**src/rtl/avs_uart_pkg.sv**
```systemverilog
// Shared constants and types for the avs_uart register map and the
// controller that sequences it.
package avs_uart_pkg;

  localparam int REG_RX   = 0;
  localparam int REG_TX   = 1;
  localparam int REG_CTRL = 2;
  localparam int REG_STAT = 3;
  localparam int REG_DIV  = 4;

  localparam int ST_RX_AVAIL = 0;
  localparam int ST_TX_EMPTY = 1;
  localparam int ST_RX_OVR   = 2;

  localparam int CTRL_TX_EN  = 0;
  localparam int CTRL_RX_EN  = 1;
  localparam int CTRL_IRQ_EN = 2;

  localparam logic [7:0]  CTRL_MASK = 8'((1 << CTRL_TX_EN) | (1 << CTRL_RX_EN) | (1 << CTRL_IRQ_EN));
  localparam logic [31:0] OVR_CLEAR = 32'(1 << ST_RX_OVR);

  typedef enum logic [3:0] {
    CFG_DIV, CFG_CTRL, GAP, RD_STAT, DECIDE, RD_RX, WR_TX, CLR_OVR, WR_DIV
  } ctrl_state_e;

  typedef enum logic {SRV_RX, SRV_TX} srv_e;

  function automatic logic [7:0] sat_inc8(input logic [7:0] v);
    return (v == 8'hFF) ? v : v + 8'd1;
  endfunction

endpackage

```
**src/rtl/avm_uart_ctrl_if.sv**
```systemverilog
// Avalon-MM bus between the controller (master) and the UART slave port.
interface avm_uart_ctrl_if #(
  parameter int AW = 5,
  parameter int DW = 32
) ();
  logic [AW-1:0] avm_address;
  logic          avm_read;
  logic          avm_write;
  logic [DW-1:0] avm_writedata;
  logic [DW-1:0] avm_readdata;
  logic          avm_waitrequest;

  modport master (
    output avm_address, avm_read, avm_write, avm_writedata,
    input  avm_readdata, avm_waitrequest
  );

  modport slave (
    input  avm_address, avm_read, avm_write, avm_writedata,
    output avm_readdata, avm_waitrequest
  );
endinterface

```
**src/rtl/avm_single_xfer.sv**
```systemverilog
// Single-transaction Avalon-MM engine: latches a request, holds it through
// waitrequest, and flags completion combinationally on the finishing cycle.
module avm_single_xfer #(
  parameter int AW = 5,
  parameter int DW = 32
) (
  input  logic          clk,
  input  logic          reset,
  input  logic          start,
  input  logic          is_write,
  input  logic [AW-1:0] addr,
  input  logic [DW-1:0] wdata,
  output logic          done,
  output logic [DW-1:0] rdata,
  avm_uart_ctrl_if.master avm
);

  logic          rd_q, wr_q;
  logic [AW-1:0] addr_q;
  logic [DW-1:0] wdata_q;
  logic          busy;

  assign busy = rd_q | wr_q;

  // A new request is only taken while idle, so completion always leaves one
  // strobe-low cycle before the next transaction.
  always_ff @(posedge clk) begin
    if (reset) begin
      rd_q    <= 1'b0;
      wr_q    <= 1'b0;
      addr_q  <= '0;
      wdata_q <= '0;
    end else if (busy) begin
      if (!avm.avm_waitrequest) begin
        rd_q <= 1'b0;
        wr_q <= 1'b0;
      end
    end else if (start) begin
      rd_q    <= !is_write;
      wr_q    <= is_write;
      addr_q  <= addr;
      wdata_q <= wdata;
    end
  end

  assign avm.avm_read      = rd_q;
  assign avm.avm_write     = wr_q;
  assign avm.avm_address   = addr_q;
  assign avm.avm_writedata = wdata_q;
  assign done  = busy && !avm.avm_waitrequest;
  assign rdata = avm.avm_readdata;

endmodule

```
**src/rtl/avm_uart_ctrl.sv**
```systemverilog
// Avalon-MM master that initialises one avs_uart and then polls its status to
// move bytes between the UART data registers and two byte streams.
module avm_uart_ctrl
  import avs_uart_pkg::*;
#(
  parameter int          AW           = 5,
  parameter int          DW           = 32,
  parameter logic [31:0] CLK_DIV_INIT = 32'd434,
  parameter logic [7:0]  CTRL_INIT    = 8'h03,
  parameter int          POLL_GAP     = 16
) (
  input  logic        clk,
  input  logic        reset,
  avm_uart_ctrl_if.master avm,
  input  logic [7:0]  tx_in_data,
  input  logic        tx_in_valid,
  output logic        tx_in_ready,
  output logic [7:0]  rx_out_data,
  output logic        rx_out_valid,
  input  logic        rx_out_ready,
  input  logic [31:0] cfg_div,
  input  logic        cfg_div_wr,
  output logic        cfg_done,
  output logic [7:0]  ovr_count
);

  ctrl_state_e   state_q;
  srv_e          last_q;
  logic [15:0]   gap_q;
  logic [2:0]    stat_q;
  logic          div_pending_q;
  logic [31:0]   div_val_q;
  logic [7:0]    rx_out_data_q;
  logic          rx_out_valid_q;
  logic          tx_in_ready_q;
  logic          cfg_done_q;
  logic [7:0]    ovr_count_q;

  logic          xfer_start, xfer_wr, xfer_done;
  logic [AW-1:0] xfer_addr;
  logic [DW-1:0] xfer_wdata, xfer_rdata;
  logic          tx_work, rx_ok, gap_last;
  logic          unused_rdata;

  assign tx_work  = stat_q[ST_TX_EMPTY] && tx_in_valid;
  assign rx_ok    = stat_q[ST_RX_AVAIL] && !rx_out_valid_q;
  assign gap_last = ({1'b0, gap_q} + 17'd1) >= 17'(POLL_GAP);
  assign unused_rdata = ^xfer_rdata[DW-1:8];

  always_comb begin
    xfer_start = 1'b0;
    xfer_wr    = 1'b0;
    xfer_addr  = '0;
    xfer_wdata = '0;
    case (state_q)
      CFG_DIV:  begin xfer_start = 1'b1; xfer_wr = 1'b1; xfer_addr = AW'(REG_DIV);  xfer_wdata = DW'(CLK_DIV_INIT); end
      CFG_CTRL: begin xfer_start = 1'b1; xfer_wr = 1'b1; xfer_addr = AW'(REG_CTRL); xfer_wdata = DW'(CTRL_INIT & CTRL_MASK); end
      RD_STAT:  begin xfer_start = 1'b1; xfer_addr = AW'(REG_STAT); end
      RD_RX:    begin xfer_start = 1'b1; xfer_addr = AW'(REG_RX); end
      WR_TX:    begin xfer_start = 1'b1; xfer_wr = 1'b1; xfer_addr = AW'(REG_TX);   xfer_wdata = DW'(tx_in_data); end
      CLR_OVR:  begin xfer_start = 1'b1; xfer_wr = 1'b1; xfer_addr = AW'(REG_STAT); xfer_wdata = DW'(OVR_CLEAR); end
      WR_DIV:   begin xfer_start = 1'b1; xfer_wr = 1'b1; xfer_addr = AW'(REG_DIV);  xfer_wdata = DW'(div_val_q); end
      default: ;
    endcase
  end

  avm_single_xfer #(.AW(AW), .DW(DW)) u_xfer (
    .clk      (clk),
    .reset    (reset),
    .start    (xfer_start),
    .is_write (xfer_wr),
    .addr     (xfer_addr),
    .wdata    (xfer_wdata),
    .done     (xfer_done),
    .rdata    (xfer_rdata),
    .avm      (avm)
  );

  always_ff @(posedge clk) begin
    if (reset) begin
      state_q        <= CFG_DIV;
      last_q         <= SRV_RX;
      gap_q          <= '0;
      stat_q         <= '0;
      div_pending_q  <= 1'b0;
      div_val_q      <= '0;
      rx_out_data_q  <= '0;
      rx_out_valid_q <= 1'b0;
      tx_in_ready_q  <= 1'b0;
      cfg_done_q     <= 1'b0;
      ovr_count_q    <= '0;
    end else begin
      tx_in_ready_q <= 1'b0;
      if (rx_out_valid_q && rx_out_ready) rx_out_valid_q <= 1'b0;
      if (state_q != GAP) gap_q <= '0;
      case (state_q)
        CFG_DIV:  if (xfer_done) state_q <= CFG_CTRL;
        CFG_CTRL: if (xfer_done) begin cfg_done_q <= 1'b1; state_q <= GAP; end
        GAP: begin
          gap_q <= gap_q + 16'd1;
          if (gap_last) state_q <= RD_STAT;
        end
        RD_STAT:  if (xfer_done) begin stat_q <= xfer_rdata[2:0]; state_q <= DECIDE; end
        // Alternate RX/TX when both have work; never read RX over an undrained byte.
        DECIDE: begin
          if (div_pending_q)                                state_q <= WR_DIV;
          else if (stat_q[ST_RX_OVR])                       state_q <= CLR_OVR;
          else if (rx_ok && (last_q == SRV_TX || !tx_work)) state_q <= RD_RX;
          else if (tx_work)                                 state_q <= WR_TX;
          else if (rx_ok)                                   state_q <= RD_RX;
          else                                              state_q <= GAP;
        end
        RD_RX: if (xfer_done) begin
          rx_out_data_q  <= xfer_rdata[7:0];
          rx_out_valid_q <= 1'b1;
          last_q         <= SRV_RX;
          state_q        <= GAP;
        end
        WR_TX: if (xfer_done) begin
          tx_in_ready_q <= 1'b1;
          last_q        <= SRV_TX;
          state_q       <= GAP;
        end
        CLR_OVR: if (xfer_done) begin
          ovr_count_q       <= sat_inc8(ovr_count_q);
          stat_q[ST_RX_OVR] <= 1'b0;
          state_q           <= DECIDE;
        end
        WR_DIV: if (xfer_done) begin div_pending_q <= 1'b0; state_q <= GAP; end
        default: state_q <= CFG_DIV;
      endcase
      // A new request wins over a completion in the same cycle.
      if (cfg_div_wr) begin
        div_val_q     <= cfg_div;
        div_pending_q <= 1'b1;
      end
    end
  end

  assign tx_in_ready  = tx_in_ready_q;
  assign rx_out_data  = rx_out_data_q;
  assign rx_out_valid = rx_out_valid_q;
  assign cfg_done     = cfg_done_q;
  assign ovr_count    = ovr_count_q;

endmodule

```
**src/flat_wrapper.sv**
```systemverilog
// flat-port wrapper written by rule: the top's interface ports become plain ports
module avm_uart_ctrl_flat import avs_uart_pkg::*;
#(
  parameter int          AW           = 5,
  parameter int          DW           = 32,
  parameter logic [31:0] CLK_DIV_INIT = 32'd434,
  parameter logic [7:0]  CTRL_INIT    = 8'h03,
  parameter int          POLL_GAP     = 16
)
  (clk, reset, tx_in_data, tx_in_valid, tx_in_ready, rx_out_data, rx_out_valid, rx_out_ready, cfg_div, cfg_div_wr, cfg_done, ovr_count, avm_avm_address, avm_avm_read, avm_avm_write, avm_avm_writedata, avm_avm_readdata, avm_avm_waitrequest);
  avm_uart_ctrl_if #(.AW(AW), .DW(DW)) avm_i ();
  input  logic clk;
  input  logic reset;
  input  logic [7:0] tx_in_data;
  input  logic tx_in_valid;
  output logic tx_in_ready;
  output logic [7:0] rx_out_data;
  output logic rx_out_valid;
  input  logic rx_out_ready;
  input  logic [31:0] cfg_div;
  input  logic cfg_div_wr;
  output logic cfg_done;
  output logic [7:0] ovr_count;
  output wire logic [$bits(avm_i.avm_address)-1:0] avm_avm_address;
  output wire logic [$bits(avm_i.avm_read)-1:0] avm_avm_read;
  output wire logic [$bits(avm_i.avm_write)-1:0] avm_avm_write;
  output wire logic [$bits(avm_i.avm_writedata)-1:0] avm_avm_writedata;
  input wire logic [$bits(avm_i.avm_readdata)-1:0] avm_avm_readdata;
  input wire logic [$bits(avm_i.avm_waitrequest)-1:0] avm_avm_waitrequest;
  assign avm_avm_address = avm_i.avm_address;
  assign avm_avm_read = avm_i.avm_read;
  assign avm_avm_write = avm_i.avm_write;
  assign avm_avm_writedata = avm_i.avm_writedata;
  assign avm_i.avm_readdata = avm_avm_readdata;
  assign avm_i.avm_waitrequest = avm_avm_waitrequest;
  avm_uart_ctrl #(.AW(AW), .DW(DW), .CLK_DIV_INIT(CLK_DIV_INIT), .CTRL_INIT(CTRL_INIT), .POLL_GAP(POLL_GAP)) u_core (.clk(clk), .reset(reset), .avm(avm_i), .tx_in_data(tx_in_data), .tx_in_valid(tx_in_valid), .tx_in_ready(tx_in_ready), .rx_out_data(rx_out_data), .rx_out_valid(rx_out_valid), .rx_out_ready(rx_out_ready), .cfg_div(cfg_div), .cfg_div_wr(cfg_div_wr), .cfg_done(cfg_done), .ovr_count(ovr_count));
endmodule
```
**config.mk**
```make
export PLATFORM = sky130hd
export DESIGN_NAME = avm_uart_ctrl_flat
export DESIGN_NICKNAME = d
export VERILOG_FILES = /design/src/rtl/avs_uart_pkg.sv /design/src/rtl/avm_uart_ctrl_if.sv /design/src/rtl/avm_single_xfer.sv /design/src/rtl/avm_uart_ctrl.sv /design/src/flat_wrapper.sv
export SDC_FILE = /design/constraint.sdc
export NUM_CORES = 1
export LEC_CHECK = 0
export CORE_UTILIZATION = 48
export DETAILED_ROUTE_END_ITERATION = 10
export PLACE_DENSITY_LB_ADDON = 0.3
export REMOVE_ABC_BUFFERS = 1
export SLEW_MARGIN = 30
export SYNTH_ARGS = -nofsm -noshare
export SYNTH_HDL_FRONTEND = slang
export SYNTH_SLANG_ARGS = --single-unit
```
**constraint.sdc**
```tcl
create_clock -name clk -period 2.1 [get_ports clk]
set_input_delay 0.315 -clock clk [delete_from_list [all_inputs] [get_ports clk]]
set_output_delay 0.315 -clock clk [all_outputs]
set_load 0.1 [all_outputs]
```
# Yosys cells after proc, flatten, opt, wreduce, memory -nomap -nowiden
# Index checks and enable logic that the tools add are counted.
dict set report word_totals {
  elab_cells 108
  output_inout_bits 58
  input_bits 78
  regBits 115
}
dict set report classes {
  bitwise 4
  mux 32
  n_addsub 3
  n_reduce_logical 33
  n_lt_le_gt_ge 1
  n_eq_ne 19
}
# op count
set ops {}
lappend ops {{case mux 32 bit (5 select lines)} 1}
lappend ops {{2-to-1 mux 16 bit} 2}
lappend ops {{2-to-1 mux 4 bit} 8}
lappend ops {{case mux 4 bit (5 select lines)} 1}
lappend ops {{adder 16 x 1 -> 17 bit, second input constant} 1}
lappend ops {{greater-or-equal comparator 17 x 5 -> 1 bit, second input constant} 1}
lappend ops {{adder 16 x 1 -> 16 bit, second input constant} 1}
lappend ops {{equality test 4 x 3 -> 1 bit, second input constant} 4}
lappend ops {{2-to-1 mux 1 bit} 15}
lappend ops {{!= test 2 bit, second input constant} 6}
lappend ops {{case mux 3 bit (4 select lines)} 1}
lappend ops {{AND reduction 2 bit} 6}
lappend ops {{nonzero test 2 bit} 6}
lappend ops {{AND reduction 3 bit} 3}
lappend ops {{adder 8 x 1 -> 8 bit, second input constant} 1}
lappend ops {{equality test 4 x 2 -> 1 bit, second input constant} 2}
lappend ops {{equality test 8 bit, second input constant} 1}
lappend ops {{OR reduction 7 bit} 1}
lappend ops {{2-to-1 mux 3 bit} 2}
lappend ops {{!= test 2 x 1 -> 1 bit, second input constant} 3}
lappend ops {{OR reduction 2 bit} 3}
lappend ops {{logical AND 1 bit} 5}
lappend ops {{OR reduction 5 bit} 1}
lappend ops {{equality test 4 x 1 -> 1 bit, second input constant} 1}
lappend ops {{10 further kinds} 16}

# Longest topological paths before layout
dict set report depth {
  ltp_word 8
  ltp_mapped 8
  mapped_depth_nobuf 7
}

# By module
# Synthesis repeated with hierarchy kept, for this count alone.
dict set report hier_totals {
  cells_unflattened 610
  hier_area_um2 5574.1
}
# mod area_each_um2 cells_per_inst seq_area_each_um2 n_inst
set modules_own_cells {}
lappend modules_own_cells {avm_uart_ctrl 3558.4 407 1521.5 1}
lappend modules_own_cells {avm_single_xfer 2015.7 203 780.7 1}

# Worst setup path before layout
# Ideal clock, no wire load.
dict set report synth_path {
  kind {register to register}
  from {register u_core.u_xfer.rd_q (netlist: u_core.u_xfer.avm.avm_read)}
  to {register u_core.state_q[0]}
  n_path_buf 0
  required_time_ns 2.042
  path_slack_ns -0.186
  synth_period_minus_slack_ns 2.286
  setup_ns 0.058
  t_arrival_ns 2.228
  path_stages_with_launch 7
  cell_sequence {dfxtp_1 nor2_1 or2_2 and2_1 nor4_1 a21boi_1 a211o_1}
}
dict set report synth_between {
  elab_chain_cells 4
  word_cells_on_any_way 6
  classes_between {eq/ne: 3; bitwise: 1; reduce/logical: 2}
}
# item line
set synth_lines {}
lappend synth_lines {{from (decl)} avm_single_xfer.sv:18} ;# logic rd_q, wr_q;
lappend synth_lines {{from (signal assigned)} avm_single_xfer.sv:39} ;# rd_q <= !is_write;
lappend synth_lines {{OR 1 bit (*)} avm_single_xfer.sv:23} ;# assign busy = rd_q | wr_q;
lappend synth_lines {{logical AND 1 bit (*)} avm_single_xfer.sv:50} ;# assign done = busy && !avm.avm_waitrequest;
lappend synth_lines {{!= test 2 bit (no line) or != test 2 x 1 -> 1 bit (tied branches)} -}
lappend synth_lines {{AND reduction 4 bit (no line) (*)} -}
lappend synth_lines {{to (signal assigned)} avm_uart_ctrl.sv:81} ;# state_q <= CFG_DIV;
lappend synth_lines {{to (signal assigned)} avm_uart_ctrl.sv:97} ;# CFG_DIV: if (xfer_done) state_q <= CFG_CTRL;
lappend synth_lines {{to (signal assigned)} avm_uart_ctrl.sv:98} ;# CFG_CTRL: if (xfer_done) begin cfg_done_q <= 1'b1; state_q <= GAP; end
lappend synth_lines {{to (decl)} avm_uart_ctrl.sv:27} ;# ctrl_state_e state_q;
# Every way passes the cells marked *; elsewhere a longest branch is shown, timed or not.
# A chain may end at the register's enable or synchronous reset.

# Final worst setup path
dict set report layout_path {
  from {register u_core.gap_q[0]}
  to {register u_core.state_q[3]}
}
dict set report layout_between {
  elab_chain_cells 4
}
# item line
set layout_lines {}
lappend layout_lines {{from (decl)} avm_uart_ctrl.sv:29} ;# logic [15:0] gap_q;
lappend layout_lines {{from (signal assigned)} avm_uart_ctrl.sv:100} ;# gap_q <= gap_q + 16'd1;
lappend layout_lines {{adder 16 x 1 -> 17 bit} avm_uart_ctrl.sv:47} ;# assign gap_last = ({1'b0, gap_q} + 17'd1) >= 17'(POLL_GAP);
lappend layout_lines {{greater-or-equal comparator 17 x 5 -> 1 bit} avm_uart_ctrl.sv:47}
lappend layout_lines {{!= test 2 x 1 -> 1 bit (no line)} -}
lappend layout_lines {{AND reduction 4 bit (no line)} -}
# No other way between the ends.

==> results.md <==
* Synth top area share at between 40 and 50%
* Starting Density at 49.1%
* Row count at 36
* Vias/cell at 5.29
* Main area contributors after synthesis: dfxtp_1, mux2i_1, nor2_1
* Launching point of the worst reg2reg path: u_core.gap_q[0]$_SDFF_PP0_
* Worst Skew at 0.00616 ns
* Vias in the first global route at 3809
* Metal2 WL at 5350 µm
* Slew headroom at 61.8%
* R2R depth at 7
* Clock tree root driver cell: clkbuf_8
* Synth warnings at 0
* Lkg Pwr at 2.59 nW
* Layout Nets at 722
* Yosys top cell by area: dfxtp_1
* Final setup vio count at 0
* Hold EP: u_core.div_val_q[2]$_SDFFE_PP0P_
* HP Class: in2reg
* First-pass GRT wire length at 17700 µm
* DIE AREA at 10400 µm²
* Worst-skew pair later-pin latency at 0.50 ns
* Startpoint Class: register
* Grt ovf at 0
* Via count at about 4200
* Area grow syn2layout at 35.8%
* DRT iter0 DRCs at 148
* Crit path capture type: register
* Fin Hold WS at roughly 0.20 ns
* I/O Buffers at 109
* R2R setup slack at 0.14 ns
* Placed Cells at around 760
* Final Max Tran Viols at 0
* Die width at 102 µm
* Crit path kind: reg2reg
* Yosys cell types at 63
* Avg Synthesized Cell Area at slightly below 9 µm²
* Number of synthesized flops with an enable pin at 0
* Max Used Layer: met4
* Post-route ant nets at 0
* Top achievable clock speed at 511 MHz
* Core ar. at 9730 µm²
* DRC at 0
* Metal3 WL at around 580 µm
* Overall routing resource usage at 22.0%
* Prevailing post-synth register cell: dfxtp_1
* Pre-CTS setup slack at 0.0197 ns
* Final-report hold violation count at 0
* Drt first pass iters at 6
* Initial antenna violation count at 0
* Critical path required time at 2.49 ns
* Synth Cell Area at 4780 µm²
* Cell Pwr Density at 1170 nW/µm²
* Post-CTS setup buffer count at 0
* Die Y at 102 µm
* Crit path max fanout at 6
* Largest net degree at the start of global routing at 47
* CTS Buf Count at 17
* Worst-path clk slew at 0.05 ns
* Synthesized instance count at 539
* Fin crit share at 93.2%
* Critical Path AT at around 2.4 ns
* Fillers at 826
* DR WL/cell at approximately 14 µm
* RSZ-0062 raised after global routing: no
* Fin cells at 787
* I/O Pins at 136
* Routed WL at 11000 µm
* Hold depth at 2
* Number of inserted diodes at 0
* Top cell types by occurrence after synthesis: dfxtp_1, nor2_1, mux2i_1
* Most frequent cell after synthesis: dfxtp_1
* Setup ws final at 0.143 ns
* Hold buffers post-CTS at 0
* Fin crit period at between 1.5 and 2 ns
* Measured slew at the worst slew-check pin at around 0.57 ns
* Ys async rst share at 0%
* Status: finished, final reports clean
* Sink Count at 113
* Setup crit start: u_core.gap_q[0]$_SDFF_PP0_
* H-tree Lvls at 4
* Longest Clk Path Bufs at 2
* DP HPWL at 7470 µm
* Sequential fraction of the synthesis area at 47.3%
* Critical R2R Capture: u_core.state_q[3]$_SDFFE_PP0P_
* WL met1 at 4870 µm
* Layout cells sized above 1 at ~18%
* Yosys reg bits at about 110
* Max-cap viol count at 0
* Hold_sp: reset
* Worst vdd ir at roughly 1200 µV
* CTS tree: built
* Placer congestion estimate at 0.839
==> timing repair <==
action	in CTS	in global routing
hold endpoints to repair	0	0
gates resized for setup	0	2
endpoints found under the setup margin	0	2
==> worst max-delay path, cell delays in order, from the launching register on <==
cell and delay [ns]:
dfxtp_1 0.42, ha_2 0.24, nand3_1 0.14, nor3_4 0.26, mux2_1 0.35, o2111a_1 0.15, a31oi_1 0.22, nor3_2 0.06
==> registers in the layout, summed over array words and instances, names as in the netlist <==
signal and count:
u_core.u_xfer.avm.avm_writedata 32, u_core.div_pending_q 1, u_core.rx_out_valid 1, u_core.cfg_done 1, u_core.ovr_count 8, u_core.u_xfer.avm.avm_address 3, u_core.state_q 4, u_core.rx_out_data 8
u_core.u_xfer.avm.avm_read 1, u_core.u_xfer.avm.avm_write 1, u_core.last_q 1, u_core.gap_q 16, u_core.div_val_q 32, u_core.tx_in_ready 1, u_core.stat_q 3
==> per-layer routing <==
metal	vias to the layer above	track usage (%)
li1	2065	-
met1	1980	27.1
met5	-	0
met2	109	36.0
met3	13	5.73
met4	0	10.0
==> how the worst max path moves through the flow <==
stage,to,slack [ns]
floorplan,u_core.u_xfer.avm.avm_writedata[1]$_SDFFE_PP0P_,-0.19
global placement,u_core.rx_out_data[3]$_SDFFE_PP0P_,0.06
detailed placement,u_core.rx_out_data[4]$_SDFFE_PP0P_,0.02
CTS,u_core.state_q[0]$_SDFFE_PP0P_,0.09
global route,u_core.state_q[3]$_SDFFE_PP0P_,0.009
finish,u_core.state_q[3]$_SDFFE_PP0P_,0.14
==> cell usage in the layout, fill, tap and decap left out, types with 3 or more instances in the layout <==
master           netlist  routed
bufinv_16              0       5
nand3_1               36      36
clkdlybuf4s50_1        0      51
a21oi_1               37      37
nor3b_1                4       4
mux2i_1               44      44
buf_4                  6      67
dfxtp_1              113     113
o21ai_0                8       8
nand2b_1               5       5
a22oi_1                3       3
nor2b_1                3       3
nor3_1                 8       8
and2_1                 5       5
clkbuf_16              0      16
clkbuf_1              19       3
nor2_1                99      99
buf_12                 0       4
nand4_1                6       6
nand2_1               41      41
a31oi_1                4       4
xnor2_1               10      10
xor2_1                11      11
inv_1                  5       5
a311oi_1               4       4
==> logic make-up (layout without fill, tap and decap cells) <==
family	after synthesis	in the layout	synth area share, %
buffers and inverters	45	159	4.27
multiplexers	45	45	9.45
AND/OR/NAND/NOR	230	230	23.4
AO/OA/AOI/OAI	82	82	11.2
adder cells (fa/ha/maj)	2	2	0.523
XOR/XNOR	21	21	3.85
flip-flops	113	113	47.3
other	1	2	0.0785
==> through the flow <==
| step | total power [mW] | setup TNS [ns] | util, % | area [µm²] |
|---|---|---|---|---|
| final | 7.59 | 0 | 66.7 | 6490 |
| after global routing | 7.89 | 0 | 66.7 | 6490 |
| after CTS | 7.64 | 0 | 66.7 | 6490 |
| after detailed placement | 4.62 | 0 | 60.3 | 5860 |
| after global placement | 4.60 | 0 | 60.3 | 5860 |
| after floorplan | 3.88 | -4.10 | - | 4600 |
==> power by group <==
| part | leakage (nW) | total, mW | switching [mW] | internal [mW] |
|---|---|---|---|---|
| logic | 1.37 | 2.15 | 1.51 | 0.636 |
| clock network | 0.298 | 3.02 | 0.951 | 2.07 |
| registers | 0.920 | 2.42 | 0.118 | 2.30 |
==> layout make-up <==
type	count	area, µm²	area share (%)
repair buffers	123	1100	16.9
multi-input cells	382	2320	35.8
flip-flops and latches	113	2260	34.9
inverters	5	18.8	0.289
clock buffers	21	439	6.77
clock inverters	10	184	2.83
well taps	133	166	2.56
Power figures use the tool's default switching activity.
